<file path="src/rtl/instruction_encoder.sv">
// Packs opcode/register/immediate tuples into 32-bit instruction words and streams
// them through a 2-entry FIFO into instruction memory starting at address 0.
module instruction_encoder #(
    parameter int ADDR_W = 8
) (
    input  logic              clk,
    input  logic              rst_n,
    input  logic              start,
    input  logic              in_valid,
    output logic              in_ready,
    input  logic              in_last,
    input  logic [5:0]        opcode,
    input  logic [4:0]        reg1,
    input  logic [4:0]        reg2,
    input  logic [4:0]        reg3,
    input  logic [4:0]        sr_amount,
    input  logic [31:0]       imm,
    output logic              mem_we,
    input  logic              mem_ready,
    output logic [ADDR_W-1:0] mem_addr,
    output logic [31:0]       mem_wdata,
    output logic              done,
    output logic              err_imm,
    output logic              err_ovf
);

    localparam int CAP = 1 << ADDR_W;
    localparam logic [ADDR_W:0] CAP_V  = (ADDR_W + 1)'(CAP);
    localparam logic [ADDR_W:0] LAST_V = (ADDR_W + 1)'(CAP - 1);

    typedef enum logic [1:0] {IDLE, LOAD, DRAIN, DONE} state_t;

    state_t            state_q;
    logic [31:0]       fifo_q [2];
    logic              wr_ptr_q;
    logic              rd_ptr_q;
    logic [1:0]        count_q;
    logic [1:0]        count_d;
    logic [ADDR_W-1:0] addr_q;
    logic [ADDR_W:0]   acc_q;
    logic              done_q;
    logic              err_imm_q;
    logic              err_ovf_q;

    logic              accept;
    logic              retire;
    logic              is_itype;
    logic              imm_fits;
    logic              last_slot;
    logic [31:0]       word;

    assign is_itype  = opcode[4];
    assign imm_fits  = (&imm[31:15]) | (~|imm[31:15]);
    assign last_slot = (acc_q == LAST_V);
    assign word      = is_itype ? {opcode, reg1, reg2, imm[15:0]}
                                : {opcode, reg1, reg2, reg3, sr_amount, 6'b000000};

    // Readiness depends only on registered state, so a full FIFO never passes a word through.
    assign in_ready  = (state_q == LOAD) && !count_q[1] && (acc_q < CAP_V) && !start;
    assign accept    = in_valid && in_ready;
    assign retire    = mem_we && mem_ready;

    always_comb begin
        count_d = count_q;
        case ({accept, retire})
            2'b10:   count_d = count_q + 2'd1;
            2'b01:   count_d = count_q - 2'd1;
            default: count_d = count_q;
        endcase
    end

    always_ff @(posedge clk or negedge rst_n) begin
        if (!rst_n) begin
            state_q   <= IDLE;
            fifo_q[0] <= '0;
            fifo_q[1] <= '0;
            wr_ptr_q  <= 1'b0;
            rd_ptr_q  <= 1'b0;
            count_q   <= '0;
            addr_q    <= '0;
            acc_q     <= '0;
            done_q    <= 1'b0;
            err_imm_q <= 1'b0;
            err_ovf_q <= 1'b0;
        end else if (start) begin
            state_q   <= LOAD;
            wr_ptr_q  <= 1'b0;
            rd_ptr_q  <= 1'b0;
            count_q   <= '0;
            addr_q    <= '0;
            acc_q     <= '0;
            done_q    <= 1'b0;
            err_imm_q <= 1'b0;
            err_ovf_q <= 1'b0;
        end else begin
            count_q <= count_d;
            if (accept) begin
                fifo_q[wr_ptr_q] <= word;
                wr_ptr_q         <= ~wr_ptr_q;
                acc_q            <= acc_q + 1'b1;
                if (is_itype && !imm_fits) begin
                    err_imm_q <= 1'b1;
                end
                if (last_slot && !in_last) begin
                    err_ovf_q <= 1'b1;
                end
            end
            if (retire) begin
                rd_ptr_q <= ~rd_ptr_q;
                addr_q   <= addr_q + 1'b1;
            end
            case (state_q)
                LOAD: begin
                    if (accept && (in_last || last_slot)) begin
                        state_q <= DRAIN;
                    end
                end
                DRAIN: begin
                    if (count_q == 2'd0) begin
                        state_q <= DONE;
                        done_q  <= 1'b1;
                    end
                end
                default: begin
                end
            endcase
        end
    end

    assign mem_we    = (count_q != 2'd0);
    assign mem_wdata = fifo_q[rd_ptr_q];
    assign mem_addr  = addr_q;
    assign done      = done_q;
    assign err_imm   = err_imm_q;
    assign err_ovf   = err_ovf_q;

endmodule

</file>
<file path="config.mk">
export PLATFORM = sky130hd
export DESIGN_NAME = instruction_encoder
export DESIGN_NICKNAME = d
export VERILOG_FILES = /design/src/rtl/instruction_encoder.sv
export SDC_FILE = /design/constraint.sdc
export NUM_CORES = 1
export LEC_CHECK = 0
export BUFFER_PORTS_ARGS = -buffer_cell sky130_fd_sc_hd__buf_2
export CAP_MARGIN = 20
export CORE_MARGIN = 2
export CORE_UTILIZATION = 55
export DETAILED_ROUTE_END_ITERATION = 6
export PLACE_DENSITY = 0.93
export SYNTH_ARGS = -nofsm -noshare
export SYNTH_HDL_FRONTEND = slang
export SYNTH_SLANG_ARGS = --single-unit
</file>
<file path="constraint.sdc">
create_clock -name clk -period 4.5 [get_ports clk]
set_input_delay 0.675 -clock clk [delete_from_list [all_inputs] [get_ports clk]]
set_output_delay 0.675 -clock clk [all_outputs]
set_load 0.05 [all_outputs]
</file>
# Yosys cells after proc, flatten, opt, wreduce, memory -nomap -nowiden
# Index checks and enable logic that the tools add are counted.
# Widths: inputs -> output; s select.
[word_totals] word_cells=94 input_bits=64 ff_bits=90 output_inout_bits=45
[op_classes] eq_ne=7 mux=30 add_sub_neg=4 bitwise_logic=6 magnitude_cmp=4 reduce_logical=32
[ops] operator="$mux 32" count=4
[ops] operator="$bwmux 64" count=1
[ops] operator="$demux 32 s1" count=1
[ops] operator="$mux 31" count=1
[ops] operator="$mux 9" count=2
[ops] operator="$reduce_and 17->1" count=1
[ops] operator="$reduce_or 17->1" count=1
[ops] operator="$mux 8" count=2
[ops] operator="$reduce_bool 2->1" count=7
[ops] operator="$mux 1" count=13
[ops] operator="$add 9x1->9 const B" count=1
[ops] operator="$eq 9x8->1 const B" count=1
[ops] operator="$logic_and 1x1->1" count=9
[ops] operator="$lt 9x9->1 const B" count=1
[ops] operator="$add 8x1->8 const B" count=1
[ops] operator="$mux 2" count=4
[ops] operator="$pmux 2 s2" count=2
[ops] operator="$reduce_and 2->1" count=4
[ops] operator="$reduce_bool 3->1" count=2
[ops] operator="$logic_not 1->1" count=5
[ops] operator="$eq 2x1->1 const B" count=2
[ops] operator="$eq 2x2->1 const B" count=2
[ops] operator="$ge 2x2->1 const B" count=2
[ops] operator="$not 1->2" count=2
[ops] operator="10 further kinds" count=12

# Depth between registers and ports, before layout
[logic_depth] ltp_word=9 depth_mapped=7 mapped_depth_nobuf=7

# Worst setup path before layout
# Ideal clock, no wire load.
[synth_path] path_kind="reg2out" start="register rd_ptr_q" end="output mem_wdata[2]" path_slack_ns=1.901 required_ns=3.825 path_buffers=2 stages_incl_launch_ff=4 arrival_time_ns=1.924 path_cell_list="dfrtp_1 > clkbuf_1 > clkbuf_1 > o21ai_0"
[synth_via] elab_chain_len=4
[synth_rtl] item="start, declared" line="36" text="logic rd_ptr_q;"
[synth_rtl] item="start signal, assigned" line="109" text="rd_ptr_q <= ~rd_ptr_q;"
[synth_rtl] item="$not 1->2 (not written as such)" line="131" text="assign mem_wdata = fifo_q[rd_ptr_q];"
[synth_rtl] item="$mux 32 (not written as such) (3 in series)" line="131"
[synth_rtl] item="end, declared" line="21" text="output logic [31:0] mem_wdata,"
# No other way between the ends. The select of a mux whose other input is x is not followed.

# Worst setup path after layout
[layout_path] start="register rd_ptr_q" end="output mem_wdata[23]"
# Same word-level chain as after synthesis.

==> impl_metrics.ini <==
[drt]
wirelength_um = 8921
drt-wirelength-per-cell_um = 15.68
dr_total_vias = 3140
initialDrtViolationCount = 103
antenna_violating_nets_post_route = 0
via_per_inst = 5.518
detail_route.first_pass.iterations = 4
remaining_drc_errors = 0

[floorplan]
die_width_um = 91.83
ios = 109
die_height_um = 91.83
initial_core_util = 0.5577
num_rows = 32
die_area_um2 = 8433
fp.coreArea_um2 = 7607

[clock_tree]
tritoncts_clock_tree = built
cts.hold.buffers_added = 0
cts_post_setup_buffers_inserted = 0
cts-resized-gates = 0
clkSlewWorstSetupHoldPaths_ns = 0.09
clock_latency_late_sink_ns = 0.36
ctsRootBufferMaster = clkbuf_8
cts_sinks = 90
clock_path_buffers = 2
h-tree-depth = 3
cts-buffers-inserted = 9

[timing]
timing.final.max_slew_violations = 0
slew_headroom = 0.3758
fin_worst_hold_slack_ns = 0.2170
setup-tns-final_ns = 0
layout_setup_ws_ns = 1.721
period_needed_ns = 2.779
setup_viol = 0
min_period_over_period = 0.6176
final_setup_skew_ns = 0.006734
max_freq_mhz = 359.8
finalHoldViolations = 0
setup_repair_after_global_routing_missed_its_margin = no
tightestPinTransition_ns = 0.9362

[critical_path]
crit_end_element = output pin
timing.critical_path.arrival_ns = 2.10
worstPathRequired_ns = 3.83
r2r_setup_slack_ns = 2.12
timing.setup.critical_path_class = register to output pin
cp_slowest_stage_delay_ns = 0.71
reg2reg_start = count_q[1]
critical_path.cell_chain = buf_4 -> mux2_2 -> buf_2
critical_path.max_fanout = 27
r2r.worst_path.cells = 3
regToRegEndpoint = fifo_q[52]
cp-start-kind = register
critical_path.slowest_cell = dfrtp_1

[cells_and_area]
multi_input_gate_area_in_the_final_layout_um2 = 1844
drive_gt1_frac = 0.4785
syn_to_final_growth_pct = 19.94
seqCellArea_um2 = 2252
nets = 528
final_core_util = 0.6689
fillers = 590

[placed_design]
post-dp-hpwl_um = 6106
port-buffer-count = 108
globalplace.congestion = 0.7661
dp_slack_ns = 1.981

[global_route]
grt_util_all_layers = 0.2155
grt_start_max_net_pins = 91
first_global_vias = 3125
global_route_wire_length_before_repair_um = 14330
grt-ovfl-total = 0
antenna_found_initial = 1

[synth]
synth_flop_cell = dfrtp_1
synth.most_common_cell = dfrtp_1
yosysWarningCount = 0
ys_top_cells_by_area = dfrtp_1 53%, mux2_2 24%, o21ai_0 2.8%
netlist_area_um2 = 4243
yosysTopAreaCellShare = 0.5308
postSynthCellCount = 359
synthesis.nets = 426
synth_area_per_cell_um2 = 11.82
number_of_enable_type_register_cells_in_the_synthesized_netlist = 0
netlist-cell-type-count = 35
synth_async_sr_flop_share = 1.000
yosys_register_bits = 90
synth.yosys.seq_area_share = 0.5308
yosysTopAreaCell = dfrtp_1
yosys-top-cells-count = 90 x dfrtp_1, 89 x mux2_2, 27 x nand2_1, 24 x o21ai_0, 20 x nor2_1

[pwr]
static_leakage_nw = 2.373
share_clk_of_total_power = 0.244
power.share.sequential = 0.434
switchingPower_w = 0.0009099
power.combinational.fraction = 0.322
vdd_drop_max_mv = 0.3106
sw_frac_of_total = 0.3572
power_density_nw_per_um2 = 500.5
p_int_w = 0.001637

[worst_hold_path]
holdCritPathClass = primary input to async pin

[outcome]
outcome = finished clean

[run]
drv.max_cap_violation_count = 0
==> worst max-delay path by stage <==
stage | startpoint | end | slack [ns] | cells after the start
6_report | rd_ptr_q | mem_wdata[23] | 1.72 | 3
2_1_floorplan | rd_ptr_q | mem_wdata[2] | 1.90 | 3
5_1_grt | rd_ptr_q | mem_wdata[23] | 1.64 | 3
4_1_cts | rd_ptr_q | mem_wdata[8] | 1.70 | 3
3_5_place_dp | start | fifo_q[43] | 1.98 | 3
3_3_place_gp | start | fifo_q[49] | 2.03 | 3
==> state kept, by name, indices dropped and copies added (netlist names) <==
name	flops
state_q	2
rd_ptr_q	1
done	1
count_q	2
wr_ptr_q	1
err_ovf	1
err_imm	1
fifo_q	64
acc_q	9
mem_addr	8
==> worst max-delay path, delay by kind of cell (launching register included) <==
kind / cells / cell delay (ns)
muxes: 1 / 0.39
buffers and inverters: 2 / 0.62
DFF: 1 / 0.71
==> final cells by class <==
cell class                      instances  share of cell area
Antenna cell                            1           0.0004918
Clock buffer                           10             0.02705
Clock inverter                          6             0.01770
Inverter                               13            0.009589
Multi-Input combinational cell        236              0.3624
Sequential cell                        90              0.4426
Tap cell                              102             0.02508
Timing Repair Buffer                  111              0.1151
==> cells by family after synthesis <==
family | count (synthesis) | synth area share
AND/OR/NAND/NOR | 90 | 0.1094
flip-flops | 90 | 0.5308
multiplexers | 89 | 0.2362
AO/OA/AOI/OAI | 43 | 0.05751
buffers and inverters | 33 | 0.03450
XOR/XNOR | 11 | 0.02271
adder cells (fa/ha/maj) | 3 | 0.008848
==> stage by stage <==
stage | std cells | cell area (um2) | power (W)
floorplan | 359 | 4243 | 0.001751
global placement | 551 | 4831 | 0.001894
detailed placement | 551 | 4831 | 0.001948
CTS | 567 | 5059 | 0.002564
global route | 569 | 5089 | 0.002664
finish | 569 | 5089 | 0.002547
==> metal layers <==
layer / global-route usage / routed length, um
met4: 0.1070 / 221
met1: 0.2683 / 3733
met2: 0.3725 / 4595
met3: 0.02547 / 371
met5: 0 / 0
==> power by group through the flow <==
stage	sequential, W	clock, W	combinational (W)
2_1_floorplan	0.00109	0	0.000662
5_1_grt	0.00113	0.000664	0.000867
3_3_place_gp	0.00110	0	0.000794
3_5_place_dp	0.00112	0	0.000824
6_report	0.00111	0.000620	0.000821
4_1_cts	0.00111	0.000630	0.000827
==> placed cells by master, fill, tap and decap left out <==
master / instances
buf_2: 107
dfrtp_1: 90
mux2_2: 89
nand2_1: 27
o21ai_0: 24
nor2_1: 20
inv_1: 13
nand3_1: 12
nand4_1: 10
clkbuf_8: 10
a21oi_1: 8
xnor2_1: 7
nor4_1: 6
o21a_1: 4
xor2_1: 4
ha_1: 3
buf_4: 3
nor2b_1: 2
nor3_1: 2
a31oi_1: 2
o31ai_1: 2
or4_1: 2
clkinv_4: 2
bufinv_16: 2
diode_2: 1
nor4b_4: 1
and2_2: 1
and4bb_2: 1
nand3_2: 1
and3_2: 1
and4_1: 1
o32ai_1: 1
o21bai_1: 1
and3_1: 1
or3_1: 1
o31a_2: 1
or3_2: 1
clkinvlp_4: 1
clkinv_2: 1
buf_16: 1
No activity file was read; power rests on OpenSTA's default activity.
